==> src/rtl/l2_arbiter_pkg.sv <==
// Shared types for the two-port L2 arbiter: FSM state encoding, port ids and a port helper.
// Winner selection mode is chosen in l2_arb_pick by the L2_ARB_ROUND_ROBIN_EN macro.
package l2_arbiter_pkg;

  typedef enum logic [1:0] {
    ST_IDLE  = 2'd0,
    ST_ISSUE = 2'd1,
    ST_WAIT  = 2'd2,
    ST_GAP   = 2'd3
  } arb_state_e;

  localparam logic PORT_IF  = 1'b0;
  localparam logic PORT_MEM = 1'b1;

  function automatic logic other_port(input logic port);
    return ~port;
  endfunction

endpackage

==> src/rtl/l2_arbiter_if.sv <==
// Word-address memory request bundle used for both requester ports and the L2 side.
// The master drives address/data/write-enable/start; the slave returns q and a done pulse.
interface l2_arbiter_if #(
  parameter int ADDR_W = 24,
  parameter int DATA_W = 32
) ();
  logic [ADDR_W-1:0] addr;
  logic [DATA_W-1:0] data;
  logic              we;
  logic              start;
  logic [DATA_W-1:0] q;
  logic              done;

  modport master (output addr, output data, output we, output start, input q, input done);
  modport slave  (input addr, input data, input we, input start, output q, output done);
endinterface

==> src/rtl/l2_arb_pick.sv <==
// Combinational winner select between the fetch port (0) and the data port (1).
// Define L2_ARB_ROUND_ROBIN_EN for round-robin ties; otherwise the data port wins every tie.
module l2_arb_pick
  import l2_arbiter_pkg::*;
(
  input  logic [1:0] elig,
  input  logic       last_grant,
  output logic       win
);

`ifdef L2_ARB_ROUND_ROBIN_EN
  // Tie goes to whichever port was not granted last.
  always_comb begin
    if (elig == 2'b11) begin
      win = other_port(last_grant);
    end else if (elig[1]) begin
      win = PORT_MEM;
    end else begin
      win = PORT_IF;
    end
  end
`else
  logic [1:0] unused_pick;
  assign unused_pick = {last_grant, elig[0]};

  always_comb begin
    if (elig[1]) begin
      win = PORT_MEM;
    end else begin
      win = PORT_IF;
    end
  end
`endif

endmodule

==> src/rtl/l2_arbiter.sv <==
// Shares the L2 CPU bus between instruction fetch (p0) and data memory (p1): latches the
// winner, holds it stable at the L2 and routes q/done back to the owner. See L2_ARB_ROUND_ROBIN_EN.
module l2_arbiter
  import l2_arbiter_pkg::*;
#(
  parameter int ADDR_W = 24,
  parameter int DATA_W = 32
) (
  input  logic          clk,
  input  logic          reset,
  l2_arbiter_if.slave   p0,
  l2_arbiter_if.slave   p1,
  l2_arbiter_if.master  l2,
  output logic          grant,
  output logic          busy
);

  arb_state_e        state_q, state_d;
  logic [ADDR_W-1:0] addr_q, addr_d;
  logic [DATA_W-1:0] data_q, data_d;
  logic              we_q, we_d;
  logic              l2_start_q, l2_start_d;
  logic              grant_q, grant_d;
  logic              last_grant_q, last_grant_d;
  logic              abandon_q, abandon_d;
  logic              busy_q, busy_d;
  logic [1:0]        served_q, served_d;

  logic [1:0]        elig_s;
  logic [1:0]        done_s;
  logic              win_s;
  logic              owner_start_s;
  logic              in_wait_s;

  // A port whose done already fired stays ineligible until it lowers start.
  assign elig_s        = {p1.start & ~served_q[1], p0.start & ~served_q[0]};
  assign owner_start_s = (grant_q == PORT_MEM) ? p1.start : p0.start;
  assign in_wait_s     = (state_q == ST_WAIT);
  assign done_s[0]     = l2.done & in_wait_s & (grant_q == PORT_IF)  & ~abandon_q;
  assign done_s[1]     = l2.done & in_wait_s & (grant_q == PORT_MEM) & ~abandon_q;

  l2_arb_pick u_pick (
    .elig       (elig_s),
    .last_grant (last_grant_q),
    .win        (win_s)
  );

  // Transaction FSM: latch winner, raise start, wait for done, then force one low cycle.
  always_comb begin
    state_d      = state_q;
    addr_d       = addr_q;
    data_d       = data_q;
    we_d         = we_q;
    l2_start_d   = l2_start_q;
    grant_d      = grant_q;
    last_grant_d = last_grant_q;
    abandon_d    = abandon_q;
    case (state_q)
      ST_IDLE: begin
        if (elig_s != 2'b00) begin
          state_d      = ST_ISSUE;
          grant_d      = win_s;
          last_grant_d = win_s;
          addr_d       = (win_s == PORT_MEM) ? p1.addr : p0.addr;
          data_d       = (win_s == PORT_MEM) ? p1.data : p0.data;
          we_d         = (win_s == PORT_MEM) ? p1.we   : p0.we;
        end else begin
          state_d = ST_IDLE;
        end
      end
      ST_ISSUE: begin
        l2_start_d = 1'b1;
        abandon_d  = abandon_q | ~owner_start_s;
        state_d    = ST_WAIT;
      end
      ST_WAIT: begin
        abandon_d = abandon_q | ~owner_start_s;
        if (l2.done) begin
          l2_start_d = 1'b0;
          state_d    = ST_GAP;
        end else begin
          state_d = ST_WAIT;
        end
      end
      ST_GAP: begin
        abandon_d = 1'b0;
        state_d   = ST_IDLE;
      end
      default: begin
        state_d    = ST_IDLE;
        l2_start_d = 1'b0;
        abandon_d  = 1'b0;
      end
    endcase
  end

  // Served flags and busy follow the next state so both are plain flops.
  always_comb begin
    served_d[0] = p0.start ? (served_q[0] | done_s[0]) : 1'b0;
    served_d[1] = p1.start ? (served_q[1] | done_s[1]) : 1'b0;
    busy_d      = (state_d != ST_IDLE);
  end

  // State and latched bus registers with synchronous reset.
  always_ff @(posedge clk) begin
    if (reset) begin
      state_q      <= ST_IDLE;
      addr_q       <= {ADDR_W{1'b0}};
      data_q       <= {DATA_W{1'b0}};
      we_q         <= 1'b0;
      l2_start_q   <= 1'b0;
      grant_q      <= PORT_IF;
      last_grant_q <= PORT_MEM;
      abandon_q    <= 1'b0;
      busy_q       <= 1'b0;
      served_q     <= 2'b00;
    end else begin
      state_q      <= state_d;
      addr_q       <= addr_d;
      data_q       <= data_d;
      we_q         <= we_d;
      l2_start_q   <= l2_start_d;
      grant_q      <= grant_d;
      last_grant_q <= last_grant_d;
      abandon_q    <= abandon_d;
      busy_q       <= busy_d;
      served_q     <= served_d;
    end
  end

  assign l2.addr  = addr_q;
  assign l2.data  = data_q;
  assign l2.we    = we_q;
  assign l2.start = l2_start_q;
  assign grant    = grant_q;
  assign busy     = busy_q;
  assign p0.done  = done_s[0];
  assign p1.done  = done_s[1];
  assign p0.q     = (in_wait_s && grant_q == PORT_IF)  ? l2.q : {DATA_W{1'b0}};
  assign p1.q     = (in_wait_s && grant_q == PORT_MEM) ? l2.q : {DATA_W{1'b0}};

endmodule
==> src/flat_wrapper.sv <==
// flat-port wrapper written by rule: the top's interface ports become plain ports
module l2_arbiter_flat import l2_arbiter_pkg::*;
#(
  parameter int ADDR_W = 24,
  parameter int DATA_W = 32
)
  (clk, reset, grant, busy, p0_addr, p0_data, p0_we, p0_start, p0_q, p0_done, p1_addr, p1_data, p1_we, p1_start, p1_q, p1_done, l2_addr, l2_data, l2_we, l2_start, l2_q, l2_done);
  l2_arbiter_if #(.ADDR_W(ADDR_W), .DATA_W(DATA_W)) p0_i ();
  l2_arbiter_if #(.ADDR_W(ADDR_W), .DATA_W(DATA_W)) p1_i ();
  l2_arbiter_if #(.ADDR_W(ADDR_W), .DATA_W(DATA_W)) l2_i ();
  input  logic clk;
  input  logic reset;
  output logic grant;
  output logic busy;
  input wire logic [$bits(p0_i.addr)-1:0] p0_addr;
  input wire logic [$bits(p0_i.data)-1:0] p0_data;
  input wire logic [$bits(p0_i.we)-1:0] p0_we;
  input wire logic [$bits(p0_i.start)-1:0] p0_start;
  output wire logic [$bits(p0_i.q)-1:0] p0_q;
  output wire logic [$bits(p0_i.done)-1:0] p0_done;
  input wire logic [$bits(p1_i.addr)-1:0] p1_addr;
  input wire logic [$bits(p1_i.data)-1:0] p1_data;
  input wire logic [$bits(p1_i.we)-1:0] p1_we;
  input wire logic [$bits(p1_i.start)-1:0] p1_start;
  output wire logic [$bits(p1_i.q)-1:0] p1_q;
  output wire logic [$bits(p1_i.done)-1:0] p1_done;
  output wire logic [$bits(l2_i.addr)-1:0] l2_addr;
  output wire logic [$bits(l2_i.data)-1:0] l2_data;
  output wire logic [$bits(l2_i.we)-1:0] l2_we;
  output wire logic [$bits(l2_i.start)-1:0] l2_start;
  input wire logic [$bits(l2_i.q)-1:0] l2_q;
  input wire logic [$bits(l2_i.done)-1:0] l2_done;
  assign p0_i.addr = p0_addr;
  assign p0_i.data = p0_data;
  assign p0_i.we = p0_we;
  assign p0_i.start = p0_start;
  assign p0_q = p0_i.q;
  assign p0_done = p0_i.done;
  assign p1_i.addr = p1_addr;
  assign p1_i.data = p1_data;
  assign p1_i.we = p1_we;
  assign p1_i.start = p1_start;
  assign p1_q = p1_i.q;
  assign p1_done = p1_i.done;
  assign l2_addr = l2_i.addr;
  assign l2_data = l2_i.data;
  assign l2_we = l2_i.we;
  assign l2_start = l2_i.start;
  assign l2_i.q = l2_q;
  assign l2_i.done = l2_done;
  l2_arbiter #(.ADDR_W(ADDR_W), .DATA_W(DATA_W)) u_core (.clk(clk), .reset(reset), .p0(p0_i), .p1(p1_i), .l2(l2_i), .grant(grant), .busy(busy));
endmodule
==> config.mk <==
export PLATFORM = sky130hd
export DESIGN_NAME = l2_arbiter_flat
export DESIGN_NICKNAME = d
export VERILOG_FILES = /design/src/rtl/l2_arbiter_pkg.sv /design/src/rtl/l2_arbiter_if.sv /design/src/rtl/l2_arb_pick.sv /design/src/rtl/l2_arbiter.sv /design/src/flat_wrapper.sv
export SDC_FILE = /design/constraint.sdc
export NUM_CORES = 1
export LEC_CHECK = 0
export BUFFER_PORTS_ARGS = -buffer_cell sky130_fd_sc_hd__buf_2
export CAP_MARGIN = 20
export CORE_AREA = 2 2 107 109
export DETAILED_ROUTE_END_ITERATION = 8
export DIE_AREA = 0 0 109 111
export PLACE_DENSITY = 0.73
export REMOVE_ABC_BUFFERS = 1
export SYNTH_ARGS = -nofsm -noshare
export SYNTH_HDL_FRONTEND = slang
export SYNTH_SLANG_ARGS = --single-unit
==> constraint.sdc <==
create_clock -name clk -period 1.5 [get_ports clk]
set_input_delay 0.3 -clock clk [delete_from_list [all_inputs] [get_ports clk]]
set_output_delay 0.3 -clock clk [all_outputs]
set_load 0.02 [all_outputs]
-- Yosys cells after proc, flatten, opt, wreduce, memory -nomap -nowiden
Cells that the tools add are included.
- multiply operators: 0
- reduce and logical (&&, ||, !) cells: 12
- mux-type cells: 13
- bitwise operators: 17
- equal/unequal tests: 4
- shift operators: 0
- $add $sub $neg: 0
- magnitude comparators: 0
- divide/modulo/power cells: 0
- operators with widths (kind ; count):
    $mux 32 ; 3
    $mux 24 ; 1
    $pmux 2 s4 ; 1
    $reduce_bool 2->1 ; 4
    $and 1x1->1 ; 7
    $not 1->1 ; 7
    $mux 1 ; 6
    $reduce_or 2->1 ; 3
    $eq 2x2->1 const B ; 2
    $pmux 1 s2 ; 2
    $reduce_and 2->1 ; 2
    $or 1x1->1 ; 3
    $eq 2x1->1 const B ; 1
    $logic_and 1x1->1 ; 2
    $logic_not 2->1 ; 1
    $ne 2x2->1 const B ; 1
- bits in latches: 0
- memories kept: 0
- flip-flop bits (word level): 65
- RAM bits: 0
- bits in read-only memories: 0
- output and inout bits: 126

-- Depth between registers and ports, before layout
Gate-level depths: netlist of run 1.
- depth in word-level cells: 6
- depth in mapped cells: 7

-- Modules after synthesis
From an unflattened synthesis of run 1, not the netlist that was laid out.
- cells, all modules: 434
- area, all modules: 4169.0 µm²
- modules (own cells, without submodules) (module ; area each (µm²) ; instances ; cells each ; sequential area each (µm²)):
    l2_arbiter ; 4161.5 ; 1 ; 433 ; 1321.3
    l2_arb_pick ; 7.5 ; 1 ; 1 ; 0.0

-- Least setup slack after synthesis of run 1
Ideal clock, no wire load.
- kind: register -> output
- from: register u_core.state_q[0]
- to: output port p0_q[10]
- data arrival time: 1.368 ns
- cell stages (with the launch flop): 6
- path slack: -0.168 ns
- buffers on the path: 1
- cell sequence: dfxtp_1 inv_1 ha_1 nor2b_1 clkbuf_1 and2_1
- longest elaborated chain between the ends: 3
- RTL lines (element ; line ; RTL):
    start: declaration ; l2_arbiter.sv:18 ; arb_state_e state_q, state_d;
    start signal: assignment ; l2_arbiter.sv:118 ; state_q <= state_d;
    $eq 2x2->1 ; l2_arbiter.sv:38 ; assign in_wait_s = (state_q == ST_WAIT);
    $logic_and 1x1->1 ; l2_arbiter.sv:139 ; assign p0.q = (in_wait_s && grant_q == PORT_IF) ? l2.q : {DATA_W{1'b0}};
    $mux 32 ; l2_arbiter.sv:139 ;
    end: declaration ; flat_wrapper.sv:19 ; output wire logic [$bits(p0_i.q)-1:0] p0_q;
Every way passes these cells.

-- Worst setup path after layout of run 1
- from: register u_core.state_q[0]
- to: output port p0_q[27]
The elaborated chain is that of the path after synthesis.

==> key figures, run 1 <==
Run status
  – Run status: complete, but fails checks
  – Failing checks: negative setup slack

Yosys
  – Cell area after synthesis: 0.003618 mm²
  – Post-Synthesis Cells: 372
  – Top post-synthesis cells by area: dfxtp_1 (36%), mux2i_1 (16%), nand2b_1 (10%)
  – Yosys top cell by area: dfxtp_1
  – Synth top cells by count: dfxtp_1 (65), mux2i_1 (58), nand2b_1 (58)
  – Count of cell types in the netlist: 30
  – Seq/Total Area, Yosys: 0.3596
  – #FFs+latches synth: 65
  – Synth warnings: 0
  – Post-Syn Area per Cell: 9.727 µm²
  – Prevailing post-synth register cell: dfxtp_1
  – Synth async-reset ratio: 0
  – Synth top area share: 0.3596
  – Number of flops mapped to enable cells by yosys: 0
  – Most frequent cell after synthesis: dfxtp_1

Clock tree
  – H-tree depth: 3
  – CTS Buffer Depth: 2
  – Clock transition at path regs: 0.05 ns
  – Clock latency on the worst-skew pair: 0.32 ns
  – Root buf cell: clkbuf_16
  – Hold-fix buffers at CTS: 0
  – # clock sinks: 65
  – CTS tree: done
  – CTS buffer count: 9

Floorplanning
  – # IOs: 277
  – Core area: 0.01108 mm²
  – Initial core utilization: 0.3267
  – Total Die Area: 0.01210 mm²
  – Die width: 109 µm
  – Std cell rows: 39
  – Die height: 111 µm

Drt
  – DR DRC count: 0
  – Via/cell ratio: 5.031
  – Detailed Route WL: 15.73 mm
  – 1st-pass router iterations: 6
  – Initial DRC count: 206
  – Vias: 4201
  – Drt wl/cell: 18.83 µm
  – Final ANT Viol Nets: 0

STA
  – Slew at the pin with the worst max-slew slack: 0.3362 ns
  – Min Tclk post-route: 1.806 ns
  – Final Cycle Share: 1.204
  – RSZ-0062 raised after global routing: yes
  – Setup Skew: 0.004160 ns
  – Slew headroom: 0.7754
  – Achievable frequency: 553.7 MHz
  – Final WS setup: -0.3062 ns
  – Pins over their slew limit: 0
  – Final setup fails: 123
  – Final hold viol count: 0

Critical path
  – Crit path kind: register to primary output
  – Crit-path cells: inv_2 -> ha_4 -> nor2b_4 -> buf_12 -> and2_1 -> buf_6
  – Worst setup EP type: primary output
  – Origin of the worst setup path: u_core.state_q[0]$_SDFF_PP0_
  – Reg2reg start: u_core.state_q[0]$_SDFF_PP0_
  – Startpoint types: register
  – Buffers & Inverters on Critical Path: 3
  – Crit-path max cell delay: 0.32 ns
  – Worst path arrival time: 1.51 ns
  – CP max stage cell: dfxtp_2
  – Worst path required time: 1.20 ns
  – Crit Path Max Fanout: 32
  – Crit path max-delay family: buffers and inverters

Place
  – Port bufs: 276
  – GP Congestion: 0.8067
  – Pre-CTS setup slack: -0.1424 ns
  – DP Area: 0.005281 mm²
  – Detailed Place HPWL: 9.834 mm

Final layout
  – ANT cells: 0
  – Nets: 844
  – Area of the multi-input gates: 0.002502 mm²
  – Fill count: 817
  – Layout cells sized above 1: 0.6546
  – Cell area after layout: 0.007048 mm²
  – Area growth syn-to-layout: 94.78%
  – Reg area: 0.001304 mm²

GRT
  – Largest net degree at the start of global routing: 66
  – Residual overflow from global routing: 0
  – First-pass GRT wire length: 23.34 mm
  – GRT Overall Usage: 0.2539
  – Vias in the first global route: 4450
  – Initial antenna violation count: 0

Power
  – Lkg Pwr: 0.003406 µW
  – Peak supply drop: 0.0005248 V
  – Pwr dens: 1040 mW/mm²

Run
  – Maxcap violations: 0

Worst hold path
  – Hold Path Class: input port to register
  – Source of the worst hold timing path: p1_start
## timing repair
item | in CTS | in global routing
cloned | 13 | 1
resized for setup | 210 | 31
pin swaps | 23 | 5
setup buffers | 17 | 6
endpoints found under the setup margin | 114 | 127
## stage by stage
step / util / total power, µW / hold slack, ns / instances / TNS, ns
finish: 0.6363 / 7327 / 0.2682 / 835 / -23.11
detailed placement: 0.4768 / 4276 / 0.4731 / 784 / -3.145
global placement: 0.4768 / 4227 / 0.4697 / 784 / -0.4311
global route: 0.6363 / 7652 / 0.2582 / 835 / -32.93
CTS: 0.6196 / 7239 / 0.2578 / 830 / -25.74
floorplan: - / 3310 / 0.3691 / 336 / -138.06
## power breakdown
part | internal [µW] | leakage [µW] | switching [µW]
logic | 1680 | 0.00274 | 1570
registers | 1970 | 0.000537 | 134
clock network | 1210 | 0.000133 | 757
total | 4860 | 0.00341 | 2460
## logic make-up after synthesis
group | after synthesis | synth area share
compound gates | 66 | 0.1490
fa+ha+maj | 6 | 0.02075
buf+inv | 40 | 0.06950
flops | 65 | 0.3596
mux | 59 | 0.1636
simple gates | 136 | 0.2375
## flip-flops by register name, indices dropped and copies added (netlist names)
name / cells
u_core.l2.data: 32
u_core.l2.we: 1
u_core.state_q: 2
u_core.grant: 1
u_core.busy: 1
u_core.served_q: 2
u_core.abandon_q: 1
u_core.l2.addr: 24
u_core.l2.start: 1
## final cells by class
| type | count | share of cell area |
|---|---|---|
| repair buffers | 340 | 0.3932 |
| well taps | 143 | 0.02539 |
| clock buffers | 14 | 0.03746 |
| inverters | 4 | 0.002130 |
| clock inverters | 2 | 0.001775 |
| flip-flops and latches | 65 | 0.1850 |
| multi-input cells | 267 | 0.3551 |
## routing by layer
metal | vias to the layer above | wire length (µm) | track usage | share of wire
met5 | - | 0 | 0 | 0
met4 | 0 | 649 | 0.1419 | 0.041
met3 | 44 | 1341 | 0.07937 | 0.085
met2 | 238 | 7736 | 0.4306 | 0.49
met1 | 1963 | 5998 | 0.2751 | 0.38
li1 | 1956 | - | - | -
## worst paths after layout
path / endpoint / slack [ns] / depth (start not counted)
worst max register to register: u_core.l2.data[20]$_SDFFE_PP0P_ / -0.14 / 10
worst min-delay path: u_core.served_q[1]$_SDFF_PP0_ / 0.27 / 2
worst min register to register: u_core.l2.data[30]$_SDFFE_PP0P_ / 0.48 / 2
worst max-delay path: p0_q[27] / -0.31 / 6
## cell usage in the layout, fill, tap and decap left out, types with 4 or more instances in the layout
master and instances:
o22ai_2 52, buf_6 71, and2_1 30, buf_12 14
buf_4 29, and3_4 32, nor2_1 4, dfxtp_1 63
nand2b_1 58, clkbuf_16 10, buf_2 210, mux2i_1 58
buf_16 11, o22ai_1 5
Power figures use the tool's default switching activity.
==> run 2, diff against run 1 <==
--- a/config.mk
+++ b/config.mk
@@ -10,7 +10,7 @@
 export CORE_AREA = 2 2 107 109
 export DETAILED_ROUTE_END_ITERATION = 8
 export DIE_AREA = 0 0 109 111
-export PLACE_DENSITY = 0.73
+export PLACE_DENSITY = 0.71
 export REMOVE_ABC_BUFFERS = 1
 export SYNTH_ARGS = -nofsm -noshare
 export SYNTH_HDL_FRONTEND = slang
==> run 2 against run 1 <==
  * The flow still finishes with violations (negative setup slack)
  * Power shrank 9.1%
  * Clock power grew 5%
  * Setup slack gained 0.015 ns
  * Utilization shrank 7.0 points
  * Register-to-register slack gained 0.19 ns
  * Critical path depth is the same
  * Count of clock-buffer cells in the layout shrank 4
  * Largest cell class is now multi-input combinational cells
  * Largest power group unchanged
==> key figures, run 2 (synthesized netlist as in run 1, its figures left out) <==
Run status
  – Run status: complete, but fails checks
  – Failing checks: negative setup slack

GRT
  – Vias in the first global route: 3992
  – Largest net degree at the start of global routing: 39
  – Residual overflow from global routing: 0
  – First-pass GRT wire length: 20.93 mm
  – Initial antenna violation count: 0
  – GRT Overall Usage: 0.2263

Final layout
  – Nets: 811
  – Most common cell after layout, fill and taps aside: buf_2
  – Area of the multi-input gates: 0.002306 mm²
  – Fill count: 907
  – ANT cells: 0
  – Cell area after layout: 0.006276 mm²
  – Non-Filler Instances: 802
  – Commonest non-fill, non-tap cells in the layout: buf_2 (210), buf_6 (64), dfxtp_1 (62)
  – Max reg flops: 32
  – Area growth syn-to-layout: 73.44%
  – Reg area: 0.001305 mm²
  – Layout cells sized above 1: 0.5933

STA
  – Min Tclk post-route: 1.792 ns
  – Final Cycle Share: 1.194
  – RSZ-0062 raised after global routing: yes
  – Slew headroom: 0.7414
  – Achievable frequency: 558.2 MHz
  – Setup Skew: 0.009327 ns
  – Pins over their slew limit: 0
  – Final hold viol count: 0
  – Final setup fails: 66
  – Final WS setup: -0.2916 ns
  – Slew at the pin with the worst max-slew slack: 0.3872 ns

Drt
  – Initial DRC count: 177
  – Via/cell ratio: 4.926
  – Vias: 3951
  – Final ANT Viol Nets: 0
  – Drt wl/cell: 17.93 µm
  – 1st-pass router iterations: 4
  – DR DRC count: 0
  – Detailed Route WL: 14.38 mm

Critical path
  – Startpoint types: register
  – Worst path required time: 1.20 ns
  – Crit Path Max Fanout: 32
  – Buffers & Inverters on Critical Path: 3
  – Crit path max-delay family: buffers and inverters
  – Critical path depth: 6
  – Crit-path max cell delay: 0.32 ns
  – Crit-path cells: inv_2 -> ha_4 -> nor2b_4 -> buf_12 -> and2_1 -> buf_6
  – Worst setup EP type: primary output
  – CP max stage cell: dfxtp_2
  – Worst path arrival time: 1.49 ns
  – Crit path kind: register to primary output
  – R2r worst-path depth: 7

Clock tree
  – Clock transition at path regs: 0.05 ns
  – H-tree depth: 3
  – Root buf cell: clkbuf_16
  – Clock latency on the worst-skew pair: 0.33 ns
  – # clock sinks: 65
  – Hold-fix buffers at CTS: 0
  – CTS buffer count: 9
  – CTS tree: done
  – CTS Buffer Depth: 2

Floorplanning
  – Std cell rows: 39
  – # IOs: 277
  – Total Die Area: 0.01210 mm²
  – Die height: 111 µm
  – Die width: 109 µm
  – Core area: 0.01108 mm²
  – Initial core utilization: 0.3267

Worst hold path
  – Hold Crit Depth: 2
  – Hold Path Class: input port to register

Run
  – Maxcap violations: 0

Power
  – Lkg Pwr: 0.003060 µW
  – Pwr dens: 1062 mW/mm²
  – Peak supply drop: 0.0005850 V

Place
  – GP Congestion: 0.8244
  – DP Area: 0.005231 mm²
  – Placed cells: 779
  – Detailed Place HPWL: 9.716 mm
  – Port bufs: 276
-- run 2: final timing paths --
check                                        from                         endpoint  slack (ns)
hold reg to reg   u_core.l2.data[15]$_SDFFE_PP0P_  u_core.l2.data[15]$_SDFFE_PP0P_        0.48
hold / removal                           p1_start    u_core.served_q[1]$_SDFF_PP0_        0.27
setup reg to reg     u_core.state_q[0]$_SDFF_PP0_        u_core.grant$_SDFFE_PP0P_        0.05
setup / recovery     u_core.state_q[0]$_SDFF_PP0_                         p0_q[28]       -0.29
-- run 2: layout make-up --
| type | count | share of cell area |
|---|---|---|
| clock buffer | 10 | 0.03648 |
| clock inverter | 6 | 0.01077 |
| inverter | 4 | 0.002392 |
| multi-input combinational | 267 | 0.3674 |
| sequential | 65 | 0.2079 |
| tap | 143 | 0.02851 |
| timing repair buffer | 307 | 0.3465 |
-- run 2: timing repair --
action / in CTS / in global routing
setup endpoints to repair: 69 / 105
pin swaps: 5 / 0
gates cloned: 1 / 2
buffers inserted: 5 / 1
gates resized for setup: 179 / 9
-- run 2: routing by layer --
layer | routed length (µm) | global-route usage | vias up
met1 | 5208 | 0.2289 | 1831
li1 | - | - | 1885
met5 | 0 | 0 | -
met2 | 7411 | 0.4120 | 200
met4 | 649 | 0.1214 | 0
met3 | 1108 | 0.06055 | 35
-- run 2: worst register-to-register path, cell delays in order (launching register included) --
cell and delay, ns:
dfxtp_2 0.33, inv_2 0.05, buf_4 0.15, ha_1 0.22, buf_4 0.15, o21a_4 0.15, buf_12 0.16, o21ai_0 0.16
-- run 2: per-stage QoR --
step	setup TNS, ns	util	hold slack (ns)	total power, µW	setup slack (ns)
6_report	-14.78	0.5666	0.2665	6662	-0.2916
5_1_grt	-19.57	0.5666	0.2658	6973	-0.3548
4_1_cts	-15.62	0.5615	0.2559	6614	-0.2541
3_5_place_dp	-0.1624	0.4723	0.4708	4254	-0.01686
3_3_place_gp	0	0.4723	0.4717	4206	0.01901
2_1_floorplan	-138.06	-	0.3691	3310	-1.937
-- run 2: where the power goes --
group / switching, µW / total (µW) / internal (µW)
Combinational: 1340 / 2480 / 1140
Clock: 777 / 2070 / 1290
Sequential: 136 / 2110 / 1980
Total: 2250 / 6660 / 4410
